<file path="config.mk">
export PLATFORM = sky130hd
export DESIGN_NAME = rob_wb_arbiter_flat
export DESIGN_NICKNAME = d
export VERILOG_FILES = /design/src/rtl/rob_wb_arbiter_if.sv /design/src/rtl/rob_wb_arbiter.sv /design/src/flat_wrapper.sv
export SDC_FILE = /design/constraint.sdc
export NUM_CORES = 1
export LEC_CHECK = 0
export BUFFER_PORTS_ARGS = -buffer_cell sky130_fd_sc_hd__clkbuf_2
export CORE_ASPECT_RATIO = 1.25
export CORE_MARGIN = 2
export CORE_UTILIZATION = 50
export DETAILED_ROUTE_END_ITERATION = 6
export PLACE_DENSITY = 0.7
export SYNTH_ARGS = -nofsm -noshare
export SYNTH_HDL_FRONTEND = slang
export SYNTH_SLANG_ARGS = --single-unit
</file>
<file path="constraint.sdc">
create_clock -name clk -period 3.2 [get_ports clk]
set_input_delay 0.16 -clock clk [delete_from_list [all_inputs] [get_ports clk]]
set_output_delay 0.16 -clock clk [all_outputs]
set_load 0.05 [all_outputs]
</file>
<file path="src/rtl/rob_wb_arbiter_if.sv">
// Writeback-arbiter bus: per-requester completion handshakes, flush control
// and the registered ROB writeback port.
interface rob_wb_arbiter_if #(
   parameter int NUM_REQ = 3,
   parameter int ROB_W   = 4
);
   logic [NUM_REQ-1:0]       req_valid;
   logic [NUM_REQ-1:0]       req_ready;
   logic [NUM_REQ*ROB_W-1:0] req_rob_idx;
   logic [NUM_REQ-1:0]       req_epoch;
   logic                     flush_valid;
   logic                     flush_epoch;
   logic                     wb_valid;
   logic [ROB_W-1:0]         wb_rob_idx;
   logic                     wb_epoch;
   logic                     cur_epoch;
   logic                     stale_drop;

   modport master (
      output req_valid, req_rob_idx, req_epoch, flush_valid, flush_epoch,
      input  req_ready, wb_valid, wb_rob_idx, wb_epoch, cur_epoch, stale_drop
   );

   modport slave (
      input  req_valid, req_rob_idx, req_epoch, flush_valid, flush_epoch,
      output req_ready, wb_valid, wb_rob_idx, wb_epoch, cur_epoch, stale_drop
   );
endinterface

</file>
<file path="src/rtl/rob_wb_arbiter.sv">
// Round-robin arbiter merging per-unit completion FIFOs onto the ROB's single
// writeback port, with epoch filtering and flush of all buffered entries.
module rob_wb_arbiter #(
   parameter int NUM_REQ    = 3,
   parameter int ROB_SIZE   = 16,
   parameter int ROB_W      = $clog2(ROB_SIZE),
   parameter int FIFO_DEPTH = 2
) (
   input logic             clk,
   input logic             rst,
   rob_wb_arbiter_if.slave bus
);
   localparam int PTR_W = $clog2(FIFO_DEPTH);
   localparam int CNT_W = PTR_W + 1;
   localparam int RR_W  = (NUM_REQ > 1) ? $clog2(NUM_REQ) : 1;

   logic [ROB_W-1:0] mem_idx [NUM_REQ][FIFO_DEPTH];
   logic             mem_ep  [NUM_REQ][FIFO_DEPTH];
   logic [PTR_W-1:0] wr_ptr  [NUM_REQ];
   logic [PTR_W-1:0] rd_ptr  [NUM_REQ];
   logic [CNT_W-1:0] count   [NUM_REQ];

   logic [NUM_REQ-1:0] ready, push, pop, stale;
   logic [RR_W-1:0]    rr_ptr, grant_idx;
   logic               grant_vld;
   logic [ROB_W-1:0]   head_idx;
   logic               head_ep;
   int                 j;

   logic             wb_valid, wb_epoch, cur_epoch, stale_drop;
   logic [ROB_W-1:0] wb_rob_idx;

   // Handshake decode; a flush swallows every same-cycle handshake silently.
   always_comb begin
      ready = '0;
      push  = '0;
      stale = '0;
      for (int i = 0; i < NUM_REQ; i++) begin
         ready[i] = (count[i] < CNT_W'(FIFO_DEPTH));
         if (bus.req_valid[i] && ready[i] && !bus.flush_valid) begin
            if (bus.req_epoch[i] == cur_epoch) push[i]  = 1'b1;
            else                               stale[i] = 1'b1;
         end
      end
   end

   always_comb begin
      grant_vld = 1'b0;
      grant_idx = '0;
      head_idx  = '0;
      head_ep   = 1'b0;
      j         = 0;
      for (int k = 0; k < NUM_REQ; k++) begin
         j = int'(rr_ptr) + k;
         if (j >= NUM_REQ) j = j - NUM_REQ;
         if (!grant_vld && count[j] != '0) begin
            grant_vld = 1'b1;
            grant_idx = RR_W'(j);
            head_idx  = mem_idx[j][rd_ptr[j]];
            head_ep   = mem_ep[j][rd_ptr[j]];
         end
      end
   end

   always_comb begin
      pop = '0;
      for (int i = 0; i < NUM_REQ; i++)
         pop[i] = grant_vld && !bus.flush_valid && (grant_idx == RR_W'(i));
   end

   always_ff @(posedge clk) begin
      for (int i = 0; i < NUM_REQ; i++) begin
         if (push[i]) begin
            mem_idx[i][wr_ptr[i]] <= bus.req_rob_idx[i*ROB_W +: ROB_W];
            mem_ep[i][wr_ptr[i]]  <= bus.req_epoch[i];
         end
      end
   end

   always_ff @(posedge clk) begin
      if (rst) begin
         for (int i = 0; i < NUM_REQ; i++) begin
            wr_ptr[i] <= '0;
            rd_ptr[i] <= '0;
            count[i]  <= '0;
         end
         wb_valid   <= 1'b0;
         wb_rob_idx <= '0;
         wb_epoch   <= 1'b0;
         cur_epoch  <= 1'b0;
         stale_drop <= 1'b0;
         rr_ptr     <= '0;
      end else if (bus.flush_valid) begin
         for (int i = 0; i < NUM_REQ; i++) begin
            wr_ptr[i] <= '0;
            rd_ptr[i] <= '0;
            count[i]  <= '0;
         end
         wb_valid   <= 1'b0;
         cur_epoch  <= bus.flush_epoch;
         stale_drop <= 1'b0;
      end else begin
         for (int i = 0; i < NUM_REQ; i++) begin
            if (push[i]) wr_ptr[i] <= wr_ptr[i] + PTR_W'(1);
            if (pop[i])  rd_ptr[i] <= rd_ptr[i] + PTR_W'(1);
            count[i] <= count[i] + CNT_W'(push[i]) - CNT_W'(pop[i]);
         end
         wb_valid   <= grant_vld;
         stale_drop <= |stale;
         if (grant_vld) begin
            wb_rob_idx <= head_idx;
            wb_epoch   <= head_ep;
            rr_ptr     <= (grant_idx == RR_W'(NUM_REQ-1)) ? '0 : grant_idx + RR_W'(1);
         end
      end
   end

   assign bus.req_ready  = ready;
   assign bus.wb_valid   = wb_valid;
   assign bus.wb_rob_idx = wb_rob_idx;
   assign bus.wb_epoch   = wb_epoch;
   assign bus.cur_epoch  = cur_epoch;
   assign bus.stale_drop = stale_drop;
endmodule

</file>
<file path="src/flat_wrapper.sv">
// flat-port wrapper written by rule: the top's interface ports become plain ports
module rob_wb_arbiter_flat 
#(
   parameter int NUM_REQ    = 3,
   parameter int ROB_SIZE   = 16,
   parameter int ROB_W      = $clog2(ROB_SIZE),
   parameter int FIFO_DEPTH = 2
)
  (clk, rst, bus_req_valid, bus_req_rob_idx, bus_req_epoch, bus_flush_valid, bus_flush_epoch, bus_req_ready, bus_wb_valid, bus_wb_rob_idx, bus_wb_epoch, bus_cur_epoch, bus_stale_drop);
  rob_wb_arbiter_if #(.NUM_REQ(NUM_REQ), .ROB_W(ROB_W)) bus_i ();
  input logic clk;
  input logic rst;
  input wire logic [$bits(bus_i.req_valid)-1:0] bus_req_valid;
  input wire logic [$bits(bus_i.req_rob_idx)-1:0] bus_req_rob_idx;
  input wire logic [$bits(bus_i.req_epoch)-1:0] bus_req_epoch;
  input wire logic [$bits(bus_i.flush_valid)-1:0] bus_flush_valid;
  input wire logic [$bits(bus_i.flush_epoch)-1:0] bus_flush_epoch;
  output wire logic [$bits(bus_i.req_ready)-1:0] bus_req_ready;
  output wire logic [$bits(bus_i.wb_valid)-1:0] bus_wb_valid;
  output wire logic [$bits(bus_i.wb_rob_idx)-1:0] bus_wb_rob_idx;
  output wire logic [$bits(bus_i.wb_epoch)-1:0] bus_wb_epoch;
  output wire logic [$bits(bus_i.cur_epoch)-1:0] bus_cur_epoch;
  output wire logic [$bits(bus_i.stale_drop)-1:0] bus_stale_drop;
  assign bus_i.req_valid = bus_req_valid;
  assign bus_i.req_rob_idx = bus_req_rob_idx;
  assign bus_i.req_epoch = bus_req_epoch;
  assign bus_i.flush_valid = bus_flush_valid;
  assign bus_i.flush_epoch = bus_flush_epoch;
  assign bus_req_ready = bus_i.req_ready;
  assign bus_wb_valid = bus_i.wb_valid;
  assign bus_wb_rob_idx = bus_i.wb_rob_idx;
  assign bus_wb_epoch = bus_i.wb_epoch;
  assign bus_cur_epoch = bus_i.cur_epoch;
  assign bus_stale_drop = bus_i.stale_drop;
  rob_wb_arbiter #(.NUM_REQ(NUM_REQ), .ROB_SIZE(ROB_SIZE), .ROB_W(ROB_W), .FIFO_DEPTH(FIFO_DEPTH)) u_core (.clk(clk), .rst(rst), .bus(bus_i));
endmodule
</file>
# Yosys cells after proc, flatten, opt, wreduce, memory -nomap -nowiden
# Memory sizes are Yosys's and may differ from the RTL's.
# Cells that the tools add are included.
# classes
add_sub_neg	18
multipliers	0
div	0
order_cmp	15
n_eq_ne	5
shift	0
muxes	114
n_bitwise	25
reduce_logical	25
# ops
op	count
$mux W1	74
$mux W4	15
$mux W2	16
$mux W8	3
$or A1 B1 Y1	18
$logic_and A1 B1 Y1	15
$ge A2 B2 Y1 const B	7
$demux W4 S1	3
$not A1 Y2	6
$add A1 B1 Y1 const B	6
$add A2 B1 Y2	3
$ge A3 B2 Y1 const B	2
$lt A2 B1 Y1 const B	3
$lt A2 B2 Y1 const B	3
$reduce_bool A2 Y1	3
$sub A2 B1 Y2	3
$sub A2 B1 Y2 const B	2
$add A2 B1 Y3 const B	1
$add A2 B2 Y3 const B	1
$demux W1 S1	3
$eq A1 B1 Y1	3
$logic_not A1 Y1	3
$reduce_or A3 Y1	1
$add A2 B1 Y2 const B	1
7 further kinds	7
# word_totals
ff_bits	10
latchBits	0
ramBits	42
rom_bits	0
input_bits	22
elab_cells	213
memories	5
# memory_table
name	words	word_bits	read_ports	rd_clocked_by_memory_dff	write_ports	line_no	source
u_core.mem_idx	3	8	3	0	3	rob_wb_arbiter.sv:17	logic [ROB_W-1:0] mem_idx [NUM_REQ][FIFO_DEPTH];
u_core.count	3	2	6	0	3	rob_wb_arbiter.sv:21	logic [CNT_W-1:0] count [NUM_REQ];
u_core.mem_ep	3	2	3	0	3	rob_wb_arbiter.sv:18	logic mem_ep [NUM_REQ][FIFO_DEPTH];
u_core.rd_ptr	3	1	6	0	3	rob_wb_arbiter.sv:20	logic [PTR_W-1:0] rd_ptr [NUM_REQ];
u_core.wr_ptr	3	1	3	0	3	rob_wb_arbiter.sv:19	logic [PTR_W-1:0] wr_ptr [NUM_REQ];

# Longest topological paths before layout
# Gate-level depths: netlist (run 1).
# An unclocked memory read counts as a cell.
# logic_depth
depth_word	18
depth_mapped	14
mapped_depth_nobuf	13

# Worst setup path after synthesis (run 1)
# OpenSTA, ideal clock, no wires.
# synth_path
path_kind	reg2reg
from	register u_core.rr_ptr[0]
to	memory u_core.count[2][1] in the netlist's numbering (data pin)
arrival_ns	2.654
t_required_ns	2.945
setup_slack_ns	0.291
stages_incl_launch_ff	14
n_path_buf	1
path_cell_list	dfxtp_1 -> inv_1 -> ha_1 -> clkbuf_1 -> o31ai_1 -> mux2_2 -> mux2_2 -> nor3_1 -> ha_1 -> inv_1 -> ha_1 -> xnor2_1 -> xnor2_1 -> nor2_1
# synth_rtl
element	line_no	source
from (decl)	rob_wb_arbiter.sv:24	logic [RR_W-1:0] rr_ptr, grant_idx;
from (signal assigned)	rob_wb_arbiter.sv:113	rr_ptr <= (grant_idx == RR_W'(NUM_REQ-1)) ? '0 : grant_idx + RR_W'(1);
to (decl)	rob_wb_arbiter.sv:21	

==> results of run 1 <==
[power by group]
group	switching (uW)	internal, uW
combinational	943	624
clock	217	313
sequential	92.5	813
[per-stage QoR]
stage	std cells	instance area, sq um	util (%)
floorplan	279	3020	-
global placement	367	3230	55.5
detailed placement	367	3230	55.5
CTS	375	3360	57.8
global route	375	3400	58.4
finish	375	3400	58.4
[final cells by class]
type | count | area, sq um
clock buffer | 6 | 72.6
clock inverter | 2 | 60.1
fill | 510 | 2420
inverter | 15 | 56.3
multi-input combinational | 198 | 1470
sequential | 52 | 1460
tap | 66 | 82.6
timing repair buffer | 36 | 190
[cell families after synthesis]
| group | after synthesis | synth area share, % |
|---|---|---|
| AO/OA/AOI/OAI | 65 | 17.4 |
| XOR/XNOR | 9 | 2.62 |
| adder cells (fa/ha/maj) | 10 | 4.16 |
| buffers and inverters | 29 | 4.08 |
| flip-flops | 52 | 48.6 |
| multiplexers | 18 | 6.37 |
| other | 1 | 0.125 |
| AND/OR/NAND/NOR | 90 | 16.6 |
[synthesized netlist by cell type, types with 3 or more instances]
cell,number,share of area (%)
dfxtp_1,10,6.7
a32o_1,6,2.0
mux2i_1,9,3.0
nand3_1,3,0.50
o211ai_1,6,1.5
nand2_1,14,1.7
nor4b_1,3,0.87
buf_2,5,0.83
nor2_1,21,2.6
inv_1,15,1.9
mux2_2,9,3.4
and2_1,8,1.7
nor3_1,15,2.5
or4b_2,3,1.0
clkbuf_1,6,0.75
o21ai_0,10,1.7
nor2b_1,4,0.83
o32ai_1,4,1.2
a211oi_1,5,1.2
nand2b_1,6,1.2
ha_1,10,4.2
a21oi_1,10,1.7
a221o_1,3,1.0
xor2_1,3,0.87
edfxtp_1,42,42
nor4bb_1,3,1.0
xnor2_1,6,1.7
[metal layers]
metal  routed length (microns)  share of wire (%)  vias up
li1                          -                  -     1099
met1                      2800                 42     1070
met2                      3340                 50       69
met3                       310                4.6       19
met4                       235                3.5        0
met5                         0                  0        -
[registers in the layout, indices dropped and copies added (netlist names)]
signal and count:
u_core.mem_idx 24, u_core.count 6, u_core.mem_ep 6, u_core.bus.wb_rob_idx 4, u_core.rd_ptr 3, u_core.wr_ptr 3
u_core.rr_ptr 2, u_core.bus.cur_epoch 1, u_core.bus.stale_drop 1, u_core.bus.wb_epoch 1, u_core.bus.wb_valid 1
[final timing paths]
check        cells after the start                      from                  endpoint
max                             13          u_core.rr_ptr[1]        u_core.count[0][1]
min                              1        bus_req_rob_idx[6]      u_core.mem_idx[1][2]
max reg2reg                     13          u_core.rr_ptr[1]        u_core.count[0][1]
min reg2reg                      1  u_core.bus.wb_rob_idx[2]  u_core.bus.wb_rob_idx[2]
[what timing repair did]
item,4_1_cts,5_1_grt
gates resized for setup,0,9
hold buffers,0,0
buffers inserted,0,0
setup endpoints to repair,0,4
==> out/metrics.cfg, run 1 <==
[synth]
avgSynthCellArea_sq_um = 11.0
ys_seq_area_share_pct = 48.6
async_flop_share_pct = 0
synth_top_flop_cell = edfxtp_1
synth_area_sq_mm = 0.00300
yosysWarnings = 0
synthCells = 274
synth-edff-count = 42
ys_seq_elements = 52
yosysUniqueCellTypes = 54

[critical_path]
required_ns = 3.27
worst_setup_path_start_kind = flop
crit_family = multiplexers
path_max_fanout = 7
slowest_delay_ns = 0.40
cp_cell_sequence = inv_1 > ha_2 > nor3b_2 > o31ai_2 > mux2_2 > mux2_2 > nor3_1 > ha_1 > inv_1 > ha_1 > xnor2_1 > xnor2_1 > nor2_1
r2r_setup_slack_ns = 0.22
crit_path_end_kind = flop
path_class = flop to flop
crit_buf_inv = 2
slowest_stage = mux2_2
cp.arrival_ns = 3.06

[clock_tree]
insertion_delay_ns = 0.31
htreeDepth = 2
root_buffer = clkbuf_8
cts_buffers = 5
tritoncts = done
cts.sinks = 52
cts_buffer_depth = 2
cts.clk_slew.worst_paths_ns = 0.10

[global_route]
grt_use_met3_pct = 4.02
grt_pass1_wl_microns = 10800
grt_usage_pct = 21.1
antenna_found_initial = 0
gr-max-usage-layer = met2
grt-ovfl-total = 0
use_met1_pct = 27.4
met2_usage_pct = 33.8
grt_max_degree = 28
grt_pass1_vias = 2202

[sta]
worst_slack_ns = 0.215
worst_slew_pin_slew_ns = 0.789
finalSetupViolCount = 0
max_slew_margin_pct = 47.2
min_period_ns = 2.98
grt_setup_unrepaired = yes
fin_tns_setup_ns = 0
max_freq_mhz = 335
fin_hold_ws_ns = 0.0353
skew_ns = 0.00795
drv_slew = 0
hold_viol = 0
final_min_period_over_clock_period_pct = 93.3

[place]
gp_congestion = 0.896
io_buffers = 32
place_ws_ns = 0.0326
post-dp-hpwl_microns = 5070

[route]
routed_via_density = 6.02
ant_nets = 0
wl_per_cell_microns = 17.8
routed_wl_microns = 6680
first_pass_iters = 4
initialDrtViolationCount = 135
route.detailed.drc = 0
via_count = 2257

[die]
ioPinCount = 33
initial_core_util_pct = 51.6
rows = 31
die_h_microns = 90.7
dieArea_sq_mm = 0.00665
core_area_sq_mm = 0.00582
die_w_microns = 73.3

[cells_and_area]
mostFrequentLayoutCells = edfxtp_1 (42), clkbuf_2 (32), nor2_1 (21), inv_1 (15), nand2_1 (14)
diodes = 0
final_common_cell = edfxtp_1
layout.nets = 340
area_growth_pct = 13.0
layout-drive-gt1-share_pct = 24.6

[power_and_ir_drop]
p_leak_uw = 0.00127
power_density_mw_per_mm2 = 884
power.total_uw = 3000
ir_worst_vdd_mv = 0.484

[flow_run]
drv_cap = 0

[status]
status = completed

[worst_hold_path]
hold_path.class = input port to flop

Note: power is estimated with default switching activity, not from simulation.
==> inputs of run 2 (changes only) <==
clock period = 3 ns   (was 3.2 ns; I/O delays follow)
==> out/metrics.cfg, run 2 (synthesis results as in run 1) <==
[route]
ant_nets = 0  ; unchanged
first_pass_iters = 6  ; +2
routed_wl_microns = 6890  ; +3.1%
via_count = 2322  ; +2.9%
initialDrtViolationCount = 216  ; +60%
route.detailed.drc = 0  ; unchanged
routed_via_density = 6.05  ; +0.47%
wl_per_cell_microns = 17.9  ; +0.68%

[cells_and_area]
mostFrequentLayoutCells = edfxtp_1 (42), clkbuf_2 (32), nor2_1 (21), inv_1 (15), nand2_1 (14)
layout-drive-gt1-share_pct = 27.7  ; +3.1 points
layout.nets = 349  ; +2.6%
diodes = 0  ; unchanged
area_growth_pct = 15.0
final_common_cell = edfxtp_1
final_cell_count_no_fill = 384  ; +2.4%
largest_register_ff_count = 24  ; unchanged

[power_and_ir_drop]
p_leak_uw = 0.00130  ; +2.3%
power.total_uw = 3260  ; +8.6%
power_density_mw_per_mm2 = 944  ; +6.7%
ir_worst_vdd_mv = 0.457  ; -5.6%

[global_route]
grt_pass1_vias = 2221  ; +0.86%
grt_usage_pct = 21.0  ; -0.077 points
grt-ovfl-total = 0  ; unchanged
antenna_found_initial = 0  ; unchanged
grt_pass1_wl_microns = 10800  ; -0.12%
grt_max_degree = 23  ; -18%

[critical_path]
r2r_cells = 14  ; +1
critPathLaunch = u_core.rr_ptr[1]
crit_path_end_kind = flop
path_class = flop to flop
timing.rr.start = u_core.rr_ptr[1]
r2r-end = u_core.count[0][1]
required_ns = 3.07  ; -0.20 ns
worst_setup_path_start_kind = flop
r2r_setup_slack_ns = 0.09  ; -0.12 ns
cp.arrival_ns = 2.98  ; -0.08 ns
path_max_fanout = 6  ; -1

[sta]
final_min_period_over_clock_period_pct = 97.0  ; +3.7 points
min_period_ns = 2.91  ; -0.0757 ns
finalSetupViolCount = 0  ; unchanged
drv_slew = 0  ; unchanged
max_slew_margin_pct = 46.8  ; -0.43 points
skew_ns = 0.00538  ; -0.00257 ns
fin_hold_ws_ns = 0.0237  ; -0.0116 ns
max_freq_mhz = 344  ; +2.6%
worst_slack_ns = 0.0909  ; -0.124 ns
hold_viol = 0  ; unchanged
worst_slew_pin_slew_ns = 0.796  ; +0.00647 ns

[worst_hold_path]
hold_path.class = input port to flop
hold-path-endpoint = u_core.mem_idx[0][6]
holdCritStartpoint = bus_req_rob_idx[2]
worstHoldPathCells = 1  ; unchanged

[clock_tree]
cts.sinks = 52  ; unchanged
insertion_delay_ns = 0.31  ; about the same
htreeDepth = 2  ; unchanged
cts.clk_slew.worst_paths_ns = 0.10  ; about the same
root_buffer = clkbuf_8
cts_buffers = 5  ; unchanged
cts_buffer_depth = 2  ; unchanged
tritoncts = done
postCtsHoldBufs = 0  ; unchanged

[die]
die_w_microns = 73.3  ; unchanged
rows = 31  ; unchanged
die_h_microns = 90.7  ; unchanged
initial_core_util_pct = 51.6  ; unchanged
core_area_sq_mm = 0.00582  ; unchanged
ioPinCount = 33  ; unchanged
dieArea_sq_mm = 0.00665  ; unchanged

[place]
gp_congestion = 0.926  ; +3.3%
place_ws_ns = -0.116  ; -0.148 ns
io_buffers = 32  ; unchanged
post-dp-hpwl_microns = 5120  ; +1.0%
place_inst = 373  ; +1.6%

[flow_run]
drv_cap = 0  ; unchanged

[status]
status = completed

run 2: how the worst max path moves through the flow:
stage	endpoint	slack [ns]	cells past startpoint
CTS	u_core.count[0][1]	0.008	13
finish	u_core.count[0][1]	0.09	14
detailed placement	u_core.count[0][1]	-0.12	13
floorplan	u_core.count[2][1]	0.09	13
global route	u_core.count[0][1]	-0.0007	14
global placement	u_core.count[1][1]	-0.03	13
run 2: final cells by class:
type | count | area [sq um]
Timing Repair Buffer | 45 | 258
Tap cell | 66 | 82.6
Sequential cell | 52 | 1470
Multi-Input combinational cell | 198 | 1500
Clock buffer | 6 | 72.6
Fill cell | 497 | 2360
Inverter | 15 | 56.3
Clock inverter | 2 | 16.3
run 2: worst max-delay path: stages (launching register included):
cell and delay [ns]:
dfxtp_4 0.37, inv_1 0.08, ha_1 0.15, buf_4 0.15, nor3_4 0.05, o31ai_4 0.27, mux2_4 0.35, mux2_2 0.30
nor3_2 0.15, ha_1 0.26, inv_1 0.05, ha_1 0.15, xnor2_1 0.13, xnor2_1 0.14, nor2_1 0.06
run 2: repair_timing:
item / 4_1_cts / 5_1_grt
pin swaps: 0 / 4
buffers inserted: 0 / 3
setup endpoints to repair: 3 / 5
resized for setup: 7 / 9
run 2: metrics by stage:
stage	setup TNS (ns)	instance area, sq um	util [%]
after detailed placement	-0.237	3270	56.3
after global routing	-0.000687	3450	59.4
after floorplan	0	3020	-
after CTS	0	3390	58.3
final	0	3450	59.4
after global placement	-0.0420	3270	56.3
run 2: report_power, final:
group	switching, uW	internal (uW)
clock network	237	166
registers	99.5	871
logic	1070	814
run 2: routing by layer:
metal / GRT usage (%) / vias to the layer above / share of wire [%]
met1: 26.9 / 1090 / 41
met5: 0 / - / 0
li1: - / 1115 / -
met4: 9.39 / 0 / 4.2
met2: 34.5 / 95 / 50
met3: 3.35 / 22 / 4.6
